File: src/rtl/config_loader.sv
// config_loader: buffers {addr, data, last} entries in a small FIFO and
// broadcasts each legal entry on config_addr/config_data for HOLD_CYCLES
// cycles. Entries whose module id is not a tile module are dropped and flagged.
//
// Handshake: an upstream entry is transferred on a rising edge where
// in_valid && in_ready. in_ready depends only on registered state (RUN and
// FIFO not full), never on in_valid or on a same-cycle pop.
module config_loader #(
   parameter int          HOLD_CYCLES = 1,
   parameter int          FIFO_DEPTH  = 4,
   parameter logic [31:0] IDLE_ADDR   = 32'hFFFF_FFFF
) (
   input  logic        clk,
   input  logic        reset,
   input  logic        start,
   input  logic        in_valid,
   output logic        in_ready,
   input  logic [31:0] in_addr,
   input  logic [31:0] in_data,
   input  logic        in_last,
   output logic [31:0] config_addr,
   output logic [31:0] config_data,
   output logic        busy,
   output logic        done,
   output logic [15:0] word_count,
   output logic        err
);

   typedef enum logic [1:0] {
      S_IDLE = 2'd0,
      S_RUN  = 2'd1,
      S_DONE = 2'd2
   } state_t;

   localparam int          AW        = $clog2(FIFO_DEPTH);
   localparam logic [AW:0] FULL_CNT  = (AW+1)'(FIFO_DEPTH);
   localparam logic [3:0]  HOLD_LAST = 4'(HOLD_CYCLES - 1);

   state_t        state;
   logic [64:0]   mem [FIFO_DEPTH];
   logic [AW-1:0] wr_ptr;
   logic [AW-1:0] rd_ptr;
   logic [AW:0]   count;

   logic          holding;
   logic [3:0]    hold_cnt;
   logic          hold_last;

   logic          fifo_full;
   logic          fifo_empty;
   logic          push;
   logic          pop;
   logic          emit_free;
   logic          hold_done;
   logic [64:0]   head;
   logic          head_last;
   logic [31:0]   head_addr;
   logic [31:0]   head_data;
   logic          head_legal;

   // FIFO status, head decode and the emitter's pop decision
   always_comb begin
      fifo_full  = (count == FULL_CNT);
      fifo_empty = (count == '0);
      head       = mem[rd_ptr];
      head_last  = head[64];
      head_addr  = head[63:32];
      head_data  = head[31:0];
      head_legal = (head_addr[31:16] >= 16'd4) && (head_addr[31:16] <= 16'd7);
      hold_done  = (hold_cnt == HOLD_LAST);
      // The emitter can take a new entry when nothing is held, or when the
      // current hold ends and it is not the session's final word.
      emit_free  = !holding || (hold_done && !hold_last);
      push       = in_valid && in_ready;
      pop        = (state == S_RUN) && emit_free && !fifo_empty;
   end

   assign in_ready = (state == S_RUN) && !fifo_full;
   assign busy     = (state == S_RUN);
   assign done     = (state == S_DONE);

   // FIFO storage; flushing is done through the pointers, so no reset here
   always_ff @(posedge clk) begin
      if (push) begin
         mem[wr_ptr] <= {in_last, in_addr, in_data};
      end
   end

   // FIFO pointers and occupancy
   always_ff @(posedge clk) begin
      if (reset) begin
         wr_ptr <= '0;
         rd_ptr <= '0;
         count  <= '0;
      end else begin
         if (push) wr_ptr <= wr_ptr + 1'b1;
         if (pop)  rd_ptr <= rd_ptr + 1'b1;
         case ({push, pop})
            2'b10:   count <= count + 1'b1;
            2'b01:   count <= count - 1'b1;
            default: count <= count;
         endcase
      end
   end

   // Session FSM and emitter: holds words, drops illegal entries, ends on last
   always_ff @(posedge clk) begin
      if (reset) begin
         state       <= S_IDLE;
         holding     <= 1'b0;
         hold_cnt    <= 4'd0;
         hold_last   <= 1'b0;
         config_addr <= IDLE_ADDR;
         config_data <= 32'h0;
         word_count  <= 16'h0;
         err         <= 1'b0;
      end else begin
         case (state)
            S_IDLE, S_DONE: begin
               config_addr <= IDLE_ADDR;
               config_data <= 32'h0;
               holding     <= 1'b0;
               if (start) begin
                  state      <= S_RUN;
                  word_count <= 16'h0;
                  err        <= 1'b0;
               end
            end
            S_RUN: begin
               if (holding && !hold_done) begin
                  hold_cnt <= hold_cnt + 4'd1;
               end else if (holding && hold_last) begin
                  // Final word's hold has ended: session complete
                  holding     <= 1'b0;
                  config_addr <= IDLE_ADDR;
                  config_data <= 32'h0;
                  state       <= S_DONE;
               end else if (!fifo_empty) begin
                  if (head_legal) begin
                     holding     <= 1'b1;
                     hold_cnt    <= 4'd0;
                     hold_last   <= head_last;
                     config_addr <= head_addr;
                     config_data <= head_data;
                     if (word_count != 16'hFFFF) begin
                        word_count <= word_count + 16'd1;
                     end
                  end else begin
                     // Dropped entry: never presented, but still may end the session
                     holding     <= 1'b0;
                     config_addr <= IDLE_ADDR;
                     config_data <= 32'h0;
                     err         <= 1'b1;
                     if (head_last) state <= S_DONE;
                  end
               end else begin
                  holding     <= 1'b0;
                  config_addr <= IDLE_ADDR;
                  config_data <= 32'h0;
               end
            end
            default: begin
               state       <= S_IDLE;
               holding     <= 1'b0;
               config_addr <= IDLE_ADDR;
               config_data <= 32'h0;
            end
         endcase
      end
   end

endmodule

File: config.mk
export PLATFORM = sky130hd
export DESIGN_NAME = config_loader
export DESIGN_NICKNAME = d
export VERILOG_FILES = /design/src/rtl/config_loader.sv
export SDC_FILE = /design/constraint.sdc
export NUM_CORES = 1
export LEC_CHECK = 0
export ABC_CLOCK_PERIOD_IN_PS = 5100
export CORE_MARGIN = 1.5
export CORE_UTILIZATION = 40
export CTS_BUF_LIST = sky130_fd_sc_hd__clkbuf_16
export DETAILED_ROUTE_END_ITERATION = 7
export MAX_ROUTING_LAYER = met4
export SLEW_MARGIN = 20
export SYNTH_ARGS = -nofsm -noshare
export SYNTH_HDL_FRONTEND = slang
export SYNTH_SLANG_ARGS = --single-unit
File: constraint.sdc
create_clock -name clk -period 5.1 [get_ports clk]
set_input_delay 0.765 -clock clk [delete_from_list [all_inputs] [get_ports clk]]
set_output_delay 0.765 -clock clk [all_outputs]
set_load 0.005 [all_outputs]
# Word-level counts from Yosys, hierarchy flattened

Memory sizes are Yosys's and may differ from the RTL's. A register that Yosys moved wholly into a read port is not among the register bits.
Index checks and enable logic that the tools add are counted.

Add/subtract/negate cells: 6
Magnitude comparators: 2
Equality and inequality tests: 18
Mux-type cells: 38
Bitwise logic cells: 4
Reduce and logical (&&, ||, !) cells: 27

Operator list:

| cell                                                                              | number |
|---|---|
| 32-bit two-way mux                                                                | 6 |
| 16-bit two-way mux                                                                | 6 |
| 16-bit case mux with 2 select lines                                               | 1 |
| 16-bit by 1-bit adder with 16-bit output, second input constant                   | 1 |
| 16-bit by 3-bit >= comparator with 1-bit output, second input constant            | 1 |
| 16-bit by 3-bit less-or-equal comparator with 1-bit output, second input constant | 1 |
| 2-bit two-way mux                                                                 | 8 |
| 4-bit two-way mux                                                                 | 4 |
| 16-bit inequality test, second input constant                                     | 1 |
| 2-bit inequality test, second input constant                                      | 6 |
| 1-bit two-way mux                                                                 | 10 |
| 5-bit AND reduction                                                               | 2 |
| 1-bit logical AND                                                                 | 8 |
| 7-bit AND reduction                                                               | 1 |
| 2-bit by 1-bit inequality test with 1-bit output, second input constant           | 3 |
| 3-bit by 2-bit inequality test with 1-bit output, second input constant           | 2 |
| 3-bit case mux with 2 select lines                                                | 1 |
| 6-bit AND reduction                                                               | 1 |
| 2-bit nonzero test                                                                | 3 |
| 1-bit zero test                                                                   | 5 |
| 2-bit by 1-bit adder with 2-bit output, second input constant                     | 2 |
| 4-bit by 1-bit adder with 4-bit output, second input constant                     | 1 |
| 2-bit by 1-bit == test with 1-bit output, second input constant                   | 2 |
| 2-bit == test, second input constant                                              | 2 |
| other kinds (13)                                                                  | 17 |

Register bits after elaboration: 96
Memory bits (writable): 260
Input bits: 69
Output and inout port bits: 84
Word-level logic and storage cells: 107
Memories: 1

Memory list:

| memory | depth | bits a word | rd ports | clocked after Yosys merged registers in | write ports | RTL line | source |
|---|---|---|---|---|---|---|---|
| mem    | 4     | 65          | 1        | 1                                       | 1           | 40       | `logic [64:0] mem [FIFO_DEPTH];` |

# Depth between registers and ports, before layout

Gate-level depths: netlist of the first run.

Depth in word-level cells: 7
Mapped depth: 11
Depth with buffers taken out: 11

# Worst setup path before layout of the first run

No wires, ideal clock.

Kind: register -> register
From: reg state[1]
To: mem mem[0][0], enable pin
Library setup time: 0.430 ns
Data arrival time: 2.428 ns
Slack: 2.241 ns
Stages on the path, launching flop included: 4
Buffers on the path: 0
Clock period less this slack: 2.859 ns
Cell sequence: dfxtp_1 > nand2b_1 > a31oi_1 > and3_1

Longest elaborated chain between the ends: 5

Ends and longest elaborated chain:

| item                                     | RTL line | source |
|---|---|---|
| start: declaration                       | 39       | `state_t state;` |
| start signal: assignment                 | 109      | `state <= S_IDLE;` |
| start signal: assignment                 | 124      | `state <= S_RUN;` |
| start signal: assignment                 | 137      | `state <= S_DONE;` |
| 2-bit by 1-bit == test with 1-bit output | 78       | `assign in_ready = (state == S_RUN) && !fifo_full;` |
| 1-bit logical AND                        | 78       |  |
| net in_ready                             | 17       | `output logic in_ready,` |
| 1-bit logical AND                        | 74       | `push = in_valid && in_ready;` |
| 1-bit two-way mux                        | 84       | `if (push) begin` |
| 1-bit two-way mux (not written as such)  | 85       | `mem[wr_ptr] <= {in_last, in_addr, in_data};` |
| end: declaration                         | 40       |  |

The timed path passes the listed nets, and every way through them passes these cells.

==> results of run 1 <==
per-layer routing:
metal	GRT usage (%)	vias to the layer above	part of all wire (%)
met4	5.41	0	2.6
met2	26.7	163	49
met3	2.46	43	3.9
met5	-	-	0
li1	-	3359	-
met1	21.3	3619	45
state kept, by name, indices dropped and copies added, names as in the netlist, named ones only:
| name | count |
|---|---|
| state | 2 |
| config_addr | 32 |
| holding | 1 |
| word_count | 16 |
| mem | 260 |
| hold_cnt | 4 |
| rd_ptr | 2 |
| count | 3 |
| err | 1 |
| wr_ptr | 2 |
| config_data | 32 |
| hold_last | 1 |
cells in the final DEF (no fill, tap or decap), types with 4 or more instances in the layout:
master             n
nand2b_1           8
o21ai_0           29
ha_1               8
inv_1             24
mux4_2            52
xor2_1             4
clkinv_2           6
nand4_1            6
and3_4             4
nor2_1            59
nor4_1            11
clkbuf_16         40
clkdlybuf4s50_1  152
a21oi_1           23
dfxtp_1           96
bufinv_16          4
or3_1             17
clkinv_1           6
nand2_1           34
buf_4              9
edfxtp_1         260
nand3_1           16
a22oi_1           32
o22ai_1           18
power by group through the flow:
stage | Sequential, W | Clock [W] | Combinational [W]
global route | 0.00319 | 0.00288 | 0.000260
floorplan | 0.00323 | 0 | 0.000132
CTS | 0.00318 | 0.00275 | 0.000244
finish | 0.00318 | 0.00270 | 0.000239
global placement | 0.00324 | 0 | 0.000239
detailed placement | 0.00325 | 0 | 0.000243
cell type report:
class | count | area share [%]
antenna | 2 | 0.0309
sequential | 358 | 60.3
clock buffer | 40 | 6.18
multi-input combinational | 363 | 18.7
clock inverter | 28 | 1.50
tap | 402 | 3.11
inverter | 14 | 0.324
timing repair buffer | 161 | 9.81
synthesized netlist by cell type, types with 8 or more instances:
cell type,n,area share (%)
o22ai_1,18,0.87
nor2_1,61,1.8
nor4_1,11,0.53
edfxtp_1,260,60
nand2b_1,9,0.43
nand2_1,34,0.98
mux4_2,52,9.0
a21oi_1,23,0.89
a22oi_1,32,1.9
or3_1,17,0.82
o21ai_0,29,1.1
dfxtp_1,98,15
inv_1,13,0.38
clkbuf_1,29,0.84
ha_1,8,0.77
nand3_1,16,0.62
critical path: stages (launching register included):
cell and delay, ns:
dfxtp_2 0.80, mux4_2 0.64, a41oi_4 0.27, and4_2 0.96, a22oi_1 0.14, nor2_1 0.16
through the flow:
step           total power, W  instances  area [µm²]  hold WS, ns
2_1_floorplan         0.00337        775       13000        0.441
3_3_place_gp          0.00348       1298       14900        0.467
3_5_place_dp          0.00349       1298       14900        0.456
4_1_cts               0.00618       1366       16200        0.470
5_1_grt               0.00633       1368       16200        0.497
6_report              0.00612       1368       16200        0.472
final timing paths:
| path | depth (start not counted) | slack, ns | endpoint | from |
|---|---|---|---|---|
| setup / recovery | 5 | 2.02 | config_data[31] | register |
| hold / removal | 1 | 0.47 | config_addr[18] | config_addr[18] |
| setup reg to reg | 5 | 2.02 | config_data[31] | register |
| hold reg to reg | 1 | 0.47 | config_addr[18] | config_addr[18] |
kinds of logic after synthesis:
group | after synthesis
AOI/OAI and AO/OA | 116
xor gates and xnor gates | 5
adders and majority gates | 9
buffers and inverters | 54
DFF | 358
muxes | 54
and+or+nand+nor | 179
==> impl_metrics.tcl, run 1 <==
set metrics [dict create \
    grt_max_degree 66 \
    io_buffers 152 \
    p_switching_w 0.00121 \
    drtIter0Drc 390 \
    syn-num-nets 853 \
    cts_tree "yes" \
    synth_top_family_by_area "multiplexers" \
    report.final.slew_viol_count 0 \
    dieHeight_um 183 \
    num_vias 7184 \
    place_congestion 0.765 \
    max_freq_ghz 0.324 \
    fin_crit_ns 3.08 \
    post_cts_resized 0 \
    vdd_drop_max_uv 267 \
    seqCellArea_um2 9770 \
    clkPwrFrac_pct 44.1 \
    drive_gt1_share_pct 13.2 \
    power_frac_seq_pct 52.0 \
    yosys.area_share.simple_pct 6.91 \
    dp_hpwl_mm 15.6 \
    fin_util_pct 51.1 \
    area.growth.synth_to_final_pct 24.8 \
    die_w_um 183 \
    relSlewSlack_pct 29.7 \
    detail_route.first_pass.iterations 4 \
    worst_hold_path_type "reg -> reg" \
    synth.avg_cell_area_um2 16.8 \
    grt_pass1_wl_mm 41.2 \
    worst_slack_ns 2.02 \
    grt_overflow_total 0 \
    startpoint_type "register" \
    core_area_um2 31700 \
    wl_per_cell_um 19.4 \
    status "finished, final reports clean" \
    syn_area_um2 13000 \
    rsz0062_at_grt "no" \
    synth_cell_types 46 \
    synth-adder-area-share_pct 0.925 \
    synth-xor-area-share_pct 0.337 \
    synth_edf_count 260 \
    start_util_pct 40.9 \
    syn_inst 775 \
    cts_buffers 38 \
    grt_pass1_vias 7288 \
    fin_tns_setup_ns 0 \
    fillers 2612 \
    skew_ns 0.0218 \
    async_flop_share_pct 0 \
    grtUsageTotal_pct 16.4 \
    ys.flop_type "edfxtp_1" \
    via_per_inst 5.25 \
    nets 1014 \
    htreeDepth 2 \
    cts_setup_buffers 0 \
    multiInputGateArea_um2 3030 \
    io_pins 153 \
    ys_seq_area_share_pct 75.2 \
    powerDensity_nw_per_um2 378 \
    synth_compound_area_share_pct 5.73 \
    tightest_slew_ns 1.06 \
    ys_ff_latch 358 \
    drc 0 \
    final.period_utilization_pct 60.5 \
    comb_power_share_pct 3.9 \
    cap_violations 0 \
    critPathKind "reg -> reg" \
    drtAntennaViolNets 0 \
    clockBufferDepth 3 \
    swShare_pct 19.8 \
    critPathArrivalTime_ns 3.51 \
    hold_buffers 0 \
    cts-root-buf "clkbuf_16" \
    cp_max_fo 45 \
    critPathRequiredTime_ns 5.52 \
    yosysWarnings 0 \
    dp_slack_ns 2.01 \
    clk_latency_ns 0.52 \
    antenna_found_initial 2 \
    critPathCaptureType "register" \
    hold_violations 0 \
    p_int_w 0.00490 \
    path_clk_slew_ns 0.06 \
    cts.sinks 358 \
    synth.area.mux_share_pct 9.17 \
    setup_viol 0 \
    placement_rows 65 \
    die_area_um2 33500 \
    wl_mm 26.5 \
    p_leak_nw 5.11 \
]
No activity file was read; power rests on OpenSTA's default activity.
==> run 2, diff against run 1 <==
- ABC_CLOCK_PERIOD_IN_PS: 5100 -> 2500
- clock period: 5.1 -> 2.5 ns (I/O delays scaled with it)
==> impl_metrics.tcl, run 2 (synthesized netlist as in run 1, its figures left out) <==
set metrics [dict create \
    final.period_utilization_pct 95.4 \
    max_freq_ghz 0.420 \
    wl_per_cell_um 19.3 \
    p_switching_w 0.00251 \
    cap_violations 0 \
    via_per_inst 5.25 \
    startpoint_type "register" \
    dp_hpwl_mm 16.9 \
    cp_max_fo 10 \
    crit_family "simple AND/OR/NAND/NOR gates" \
    dieHeight_um 183 \
    fin_crit_ns 2.38 \
    comb_power_share_pct 4.4 \
    cts_tree "yes" \
    die_area_um2 33500 \
    largest_reg_flops 260 \
    area.growth.synth_to_final_pct 27.6 \
    p_leak_nw 5.24 \
    vdd_drop_max_uv 516 \
    grtUsageTotal_pct 16.8 \
    cts-root-buf "clkbuf_16" \
    final_common_cell "edfxtp_1" \
    path_clk_slew_ns 0.06 \
    top_regs "mem (260), config_addr (32), config_data (32)" \
    powerDensity_nw_per_um2 747 \
    seqCellArea_um2 9780 \
    crit_buf_inv 0 \
    critPathArrivalTime_ns 2.84 \
    placement_rows 65 \
    worst_r2r_startpoint "mem[2][55]" \
    grt_overflow_total 0 \
    max_stage_delay_ns 0.55 \
    htreeDepth 2 \
    clockBufferDepth 3 \
    grt_pass1_vias 7292 \
    critPathKind "reg -> reg" \
    worst_hold_path_type "reg -> reg" \
    fin_tns_setup_ns 0 \
    dp_slack_ns 0.0584 \
    clk_latency_ns 0.53 \
    status "finished, final reports clean" \
    wl_mm 27.0 \
    tightest_slew_ns 0.519 \
    regMostFlops "mem" \
    detail_route.first_pass.iterations 5 \
    clkPwrFrac_pct 43.3 \
    whs_ns 0.469 \
    critPathLaunch "mem[2][55]" \
    fin_util_pct 52.2 \
    final_cell_mix "edfxtp_1, clkdlybuf4s50_1, dfxtp_1" \
    hold_depth 1 \
    hold_path_end "config_addr[18]" \
    drc 0 \
    nets 1047 \
    num_vias 7359 \
    num_antenna_cells 0 \
    worst_slack_ns 0.116 \
    relSlewSlack_pct 65.4 \
    power_w 0.0124 \
    grt_max_degree 39 \
    fillers 2587 \
    critPathSlowestCell "or4_4" \
    reg2reg_depth 6 \
    swShare_pct 20.3 \
    hold_violations 0 \
    p_int_w 0.00986 \
    drive_gt1_share_pct 16.1 \
    r2r_setup_slack_ns 0.12 \
    drtIter0Drc 398 \
    report.final.slew_viol_count 0 \
    die_w_um 183 \
    skew_ns 0.0211 \
    r2r_end "word_count[11]" \
    multiInputGateArea_um2 3080 \
    antenna_found_initial 0 \
    cts.sinks 358 \
    path_cells "or4_1 -> or3_4 -> a41oi_4 -> nand4_4 -> or4_4 -> nand2_1" \
    critPathRequiredTime_ns 2.96 \
    cts_buffers 38 \
    critPathCaptureType "register" \
    place_congestion 0.808 \
    drtAntennaViolNets 0 \
    grt_pass1_wl_mm 42.1 \
    start_util_pct 40.9 \
    hp-start "config_addr[18]" \
    power_frac_seq_pct 52.3 \
    core_area_um2 31700 \
    io_buffers 152 \
    setup_viol 0 \
    io_pins 153 \
]
[run 2: changes by cell type in the layout (fill, tap and decap cells not counted), moves of 2 or more]
cell	change
buf_4	+23
clkinv_1	+11
buf_12	+10
clkinv_2	-4
inv_1	-4
diode_2	-2
nand4_2	-2
nand4_4	+2
[run 2: how the worst max path moves through the flow]
stage | to | slack, ns | cells after the start
global placement | word_count[3] | 0.09 | 6
CTS | word_count[4] | 0.02 | 6
finish | word_count[11] | 0.12 | 6
floorplan | count[2] | 0.16 | 11
global route | count[2] | -0.007 | 12
detailed placement | word_count[4] | 0.06 | 6
[run 2: power groups by stage]
| stage | registers [W] | logic, W | clock network [W] |
|---|---|---|---|
| floorplan | 0.00660 | 0.000271 | 0 |
| global placement | 0.00660 | 0.000538 | 0 |
| detailed placement | 0.00661 | 0.000543 | 0 |
| CTS | 0.00648 | 0.000546 | 0.00549 |
| global route | 0.00648 | 0.000595 | 0.00572 |
| finish | 0.00648 | 0.000544 | 0.00536 |
[run 2: layer usage]
layer | GRT usage, % | up-vias | part of all wire, %
li1 | - | 3431 | -
met1 | 21.9 | 3727 | 44
met2 | 27.3 | 162 | 50
met3 | 2.68 | 39 | 4.5
met4 | 4.62 | 0 | 1.9
met5 | - | - | 0
[run 2: area by class of cell]
cell class | instances | share of cell area, %
sequential | 358 | 59.0
multi-input combinational | 363 | 18.6
timing repair buffer | 194 | 11.8
clock buffer | 39 | 5.89
tap | 402 | 3.04
clock inverter | 31 | 1.34
inverter | 14 | 0.317
[run 2: stage by stage]
| step | cell area [µm²] | cells |
|---|---|---|
| after floorplan | 13000 | 775 |
| after global placement | 15300 | 1327 |
| after detailed placement | 15300 | 1327 |
| after CTS | 16500 | 1397 |
| after global routing | 16600 | 1401 |
| final | 16600 | 1401 |
[run 2: worst reg2reg max path, stage by stage, from the launching register on]
cell	delay [ns]
edfxtp_1	0.35
or4_1	0.51
or3_4	0.36
a41oi_4	0.28
nand4_4	0.21
or4_4	0.55
nand2_1	0.08
[run 2: repair_timing]
item,CTS,global route
hold buffers,0,0
setup endpoints to repair,0,16
resized for setup,0,10
buffers inserted,0,4
